<file path="src/rtl/fifo_drain_pkg.sv">
// Shared types for the fifo_flops drain stage and its statistics block.
// Optional statistics are enabled with the FIFO_DRAIN_STATS_EN macro.
package fifo_drain_pkg;

  typedef enum logic [1:0] {
    OCC_EMPTY = 2'd0,
    OCC_ONE   = 2'd1,
    OCC_TWO   = 2'd2
  } occ_e;

  localparam int DRAIN_CNT_W_DEF = 16;

endpackage

</file>
<file path="src/rtl/fifo_drain_stats.sv">
// Saturating transfer/stall counters for fifo_drain_skid.
// Instantiated only when FIFO_DRAIN_STATS_EN is defined.
module fifo_drain_stats
  import fifo_drain_pkg::*;
#(
  parameter int CNT_W = DRAIN_CNT_W_DEF
) (
  input  logic             clk,
  input  logic             rst,
  input  logic             xfer,
  input  logic             stall,
  output logic [CNT_W-1:0] xfer_count,
  output logic [CNT_W-1:0] stall_count
);

  function automatic logic [CNT_W-1:0] sat_inc(input logic [CNT_W-1:0] v, input logic en);
    if (en && (v != {CNT_W{1'b1}})) begin
      return v + CNT_W'(1'b1);
    end else begin
      return v;
    end
  endfunction

  logic [CNT_W-1:0] xfer_count_r;
  logic [CNT_W-1:0] stall_count_r;

  // Counter registers; both stick at all-ones instead of wrapping.
  always_ff @(posedge clk) begin
    if (rst) begin
      xfer_count_r  <= {CNT_W{1'b0}};
      stall_count_r <= {CNT_W{1'b0}};
    end else begin
      xfer_count_r  <= sat_inc(xfer_count_r, xfer);
      stall_count_r <= sat_inc(stall_count_r, stall);
    end
  end

  assign xfer_count  = xfer_count_r;
  assign stall_count = stall_count_r;

endmodule

</file>
<file path="src/rtl/fifo_drain_skid.sv">
// Drains fifo_flops into a 2-entry skid buffer with a registered valid/ready output.
// Define FIFO_DRAIN_STATS_EN to add the CNT_W parameter and the xfer/stall counters.
module fifo_drain_skid
  import fifo_drain_pkg::*;
#(
  parameter int bits = 16
`ifdef FIFO_DRAIN_STATS_EN
  ,
  parameter int CNT_W = DRAIN_CNT_W_DEF
`endif
) (
  input  logic             clk,
  input  logic             rst,
  input  logic [bits-1:0]  fifo_dout,
  input  logic             fifo_pndng,
  output logic             fifo_pop,
  output logic [bits-1:0]  out_data,
  output logic             out_valid,
  input  logic             out_ready
`ifdef FIFO_DRAIN_STATS_EN
  ,
  output logic [CNT_W-1:0] xfer_count,
  output logic [CNT_W-1:0] stall_count
`endif
);

  occ_e            occ_r;
  logic [bits-1:0] main_r;
  logic [bits-1:0] skid_r;
  logic            valid_r;
  logic            pop_s;
  logic            fire_s;

  // Pop depends only on state and pndng, so out_ready never reaches fifo_pop.
  assign pop_s  = fifo_pndng & (occ_r != OCC_TWO) & ~rst;
  assign fire_s = valid_r & out_ready;

  // Occupancy FSM; main_r always holds the oldest buffered word.
  always_ff @(posedge clk) begin
    if (rst) begin
      occ_r   <= OCC_EMPTY;
      main_r  <= {bits{1'b0}};
      skid_r  <= {bits{1'b0}};
      valid_r <= 1'b0;
    end else begin
      case (occ_r)
        OCC_EMPTY: begin
          if (pop_s) begin
            main_r  <= fifo_dout;
            occ_r   <= OCC_ONE;
            valid_r <= 1'b1;
          end
        end
        OCC_ONE: begin
          if (pop_s && fire_s) begin
            main_r <= fifo_dout;
          end else if (pop_s) begin
            skid_r <= fifo_dout;
            occ_r  <= OCC_TWO;
          end else if (fire_s) begin
            occ_r   <= OCC_EMPTY;
            valid_r <= 1'b0;
          end
        end
        OCC_TWO: begin
          if (fire_s) begin
            main_r <= skid_r;
            occ_r  <= OCC_ONE;
          end
        end
        default: begin
          occ_r   <= OCC_EMPTY;
          valid_r <= 1'b0;
        end
      endcase
    end
  end

  assign fifo_pop  = pop_s;
  assign out_data  = main_r;
  assign out_valid = valid_r;

`ifdef FIFO_DRAIN_STATS_EN
  fifo_drain_stats #(
    .CNT_W(CNT_W)
  ) u_stats (
    .clk        (clk),
    .rst        (rst),
    .xfer       (fire_s),
    .stall      (valid_r & ~out_ready),
    .xfer_count (xfer_count),
    .stall_count(stall_count)
  );
`endif

endmodule

</file>
<file path="config.mk">
export PLATFORM = sky130hd
export DESIGN_NAME = fifo_drain_skid
export DESIGN_NICKNAME = d
export VERILOG_FILES = /design/src/rtl/fifo_drain_pkg.sv /design/src/rtl/fifo_drain_stats.sv /design/src/rtl/fifo_drain_skid.sv
export SDC_FILE = /design/constraint.sdc
export NUM_CORES = 1
export LEC_CHECK = 0
export ABC_AREA = 1
export CORE_ASPECT_RATIO = 0.7
export CORE_MARGIN = 10
export CORE_UTILIZATION = 38
export CTS_CLUSTER_DIAMETER = 30
export DETAILED_ROUTE_END_ITERATION = 8
export PLACE_DENSITY = 0.7
export SLEW_MARGIN = 20
export SYNTH_ARGS = -nofsm -noshare
export SYNTH_HDL_FRONTEND = slang
export SYNTH_HIERARCHICAL = 1
export SYNTH_SLANG_ARGS = --single-unit
</file>
<file path="constraint.sdc">
create_clock -name clk -period 1.6 [get_ports clk]
set_input_delay 0.4 -clock clk [delete_from_list [all_inputs] [get_ports clk]]
set_output_delay 0.4 -clock clk [all_outputs]
set_load 0.05 [all_outputs]
</file>
==> summary.txt <==
Status
  • Status: complete, no violations

Die
  • Starting Density: 0.394
  • Rows: 20
  • CORE AREA: between 4000 and 5000 um2
  • Die Wd: around 100 um
  • Die height: about 76 um
  • IO Pins: 38
  • Die area: between 7000 and 8000 um2

Placed design
  • Dpl hpwl: 3080 um
  • PortBufs: 37
  • Pre-CTS WS: -0.320 ns
  • Placer Congestion: around 0.83
  • Area after DPL: around 2300 um2

Clock network
  • Clock tree buffer depth: 2
  • CTS tree: built
  • Hold Buf Count CTS: 0
  • Cts bufs inserted: 5
  • H-tree lvl count: 2
  • Clk root buf: clkbuf_8
  • Clk slew on worst S/H paths: 0.07 ns
  • Clk sinks: 35
  • Clk_lat worst skew: a little under 0.3 ns

Setup path
  • Crit path DAT: 1.13 ns
  • Critical Path End Type: primary output
  • Critical path's largest stage delay: 0.40 ns
  • Worst Setup Path Type: reg2out
  • Startpoint Class: flip-flop
  • Critical path peak fanout: 11
  • Worst EP required: 1.20 ns
  • Worst path cell trace: inv_4, a21oi_4, buf_12
  • Slowest-stage cell, CP: dfxtp_1

GRT
  • Met1 Usage GRT: 0.168
  • Total Routing Usage GR: 0.115
  • Largest net degree at the start of global routing: 34
  • Gr busiest metal: met1
  • Met2 GRT Util: 0.149
  • Initial antenna violation count: 0
  • Global-route wire length before repair: about 7400 um
  • Routing usage on met3: 0.0371
  • Vias in the first global route: between 1500 and 2000
  • GRT overflow: 0

Synthesis
  • Gate Count Post-Synth: 258
  • Synth cell types: 19
  • Net count after synthesis: 278
  • Seq cells post-synth: 35
  • Syn Std Cell Area: between 1500 and 2000 um2
  • Ys Warns: 6
  • Sequential share of the synthesized area: 0.411
  • Avg Cell Area, Syn: roughly 6.6 um2

Power and ir drop
  • Design Power: between 2 and 3 mW
  • Peak supply drop: 0.744 mV
  • Pleak: roughly 1.2 nW
  • PwrDens: roughly 1200 nW/um2

Timing
  • Final Hold Fails: 0
  • Slew HR: 0.793
  • Final setup violating endpoints: 0
  • Period utilization: 0.955
  • Final worst slack: about 0.072 ns
  • RSZ-0062 raised after global routing: no
  • Clock skew: ~0.0068 ns
  • Slew Limit Fails: 0
  • Fmax: roughly 0.65 GHz
  • Actual slew at the worst max-slew pin: a little over 0.3 ns
  • Hold Worst Slack: about 0.47 ns
  • Final min period: approximately 1.5 ns

Routing
  • DR WL/cell: roughly 12 um
  • Drt drc: 0
  • Via/cell ratio: ~4.7
  • DR vias: 1669
  • ANT nets after route: 0
  • Detailed-router iteration count before antenna repair: 4
  • 1st-iter DRT viols: between 90 and 100
  • Final WL: around 4300 um

Finish
  • Final net count: ~320
  • Share of layout cells above drive strength 1: 0.158
  • Area grow syn2layout: 42.3%
  • Fin util: 0.561
  • N_diodes: 0
  • Design Area, Final: 2430 um2

Flow run
  • Max-Cap Viols: 0

Hold path
  • Worst Hold Class: in2reg
[through the flow]
stage | setup TNS [ns] | cells
finish | 0 | 352
global route | 0 | 352
detailed placement | -7.97 | 344
global placement | -7.24 | 344
CTS | 0 | 352
floorplan | 0 | 258
[path summary, 6_finish.rpt]
check	start	endpoint	slack [ns]	cells after the start
hold reg to reg	skid_r[7]	skid_r[7]	0.51	2
setup / recovery	occ_r[0]	fifo_pop	0.07	3
setup reg to reg	occ_r[1]	skid_r[9]	0.26	7
hold / removal	rst	occ_r[1]	0.47	2
[cells in the mapped netlist]
cell      instances  area share
inv_1            20       0.044
buf_2             4       0.012
inv_2             4      0.0088
nand3_1          35        0.10
clkbuf_1          3      0.0066
nand2_2           2      0.0073
nand2_1          56        0.12
o21ai_0          14       0.041
nor2_2            1      0.0037
nor2_1           50        0.11
a21oi_1          19       0.056
nor2_4            1      0.0066
nand2_4           1      0.0066
buf_4             6       0.026
nand4_1           1      0.0037
nand3_2           1      0.0059
dfxtp_1          35        0.41
buf_6             3       0.020
o21ai_1           2      0.0059
[per-layer routing]
metal | wire length [um] | up-vias
li1 | - | 887
met1 | 2310 | 723
met2 | 1630 | 51
met3 | 308 | 8
met4 | 67 | 0
met5 | 0 | -
[worst max-delay path: cells and delay by family (launching register included)]
family                 cells  cell delay (ns)
DFF                        1             0.40
AOI/OAI and AO/OA          1             0.18
buffers and inverters      2             0.26
[layout make-up]
class                           instances  area [um2]
Clock inverter                          1        5.00
Timing Repair Buffer                   48         659
Sequential cell                        35         701
Clock buffer                            6        82.6
Tap cell                               55        68.8
Multi-Input combinational cell        183         817
Inverter                               24        95.1
Fill cell                             419        1900
[power by group]
group          switching (mW)  leakage (nW)  internal [mW]
logic                   0.600         0.835          0.481
registers               0.100         0.287          0.975
clock network           0.309        0.0470          0.337
total                    1.01          1.17           1.79
[what timing repair did]
| action | CTS | global route |
|---|---|---|
| endpoints found under the setup margin | 6 | 18 |
| gates resized for setup | 2 | 4 |
| pin swaps | 1 | 0 |
| setup buffers | 1 | 0 |
[cells in the final DEF (no fill, tap or decap)]
cell type        netlist  final
inv_1                 20     20
nand2_4                1      1
nand2_2                2      2
a21oi_4                0      1
nand4_1                1      1
inv_4                  0      2
nand2_1               56     56
clkbuf_8               0      6
clkdlybuf4s50_1        0     17
dlygate4sd2_1          0      2
o21ai_0               14     14
nand3_1               35     35
buf_6                  3      1
nor2_2                 1      1
dfxtp_1               35     35
buf_4                  6      8
o21ai_1                2      2
a21oi_1               19     18
nor2_4                 1      1
nor2_1                50     50
buf_12                 0     20
nand3_2                1      1
inv_2                  4      2
clkinv_2               0      1
[cells by family (layout without fill, tap and decap cells)]
group	after synthesis	after routing	synth area share
DFF	35	35	0.411
AOI/OAI and AO/OA	35	35	0.103
and+or+nand+nor	148	148	0.370
buffers and inverters	40	79	0.117
[registers in the layout (all words and copies together), names as in the netlist]
signal     count
skid_r        16
out_valid      1
out_data      16
occ_r          2
(Power assumes the default switching activity.)
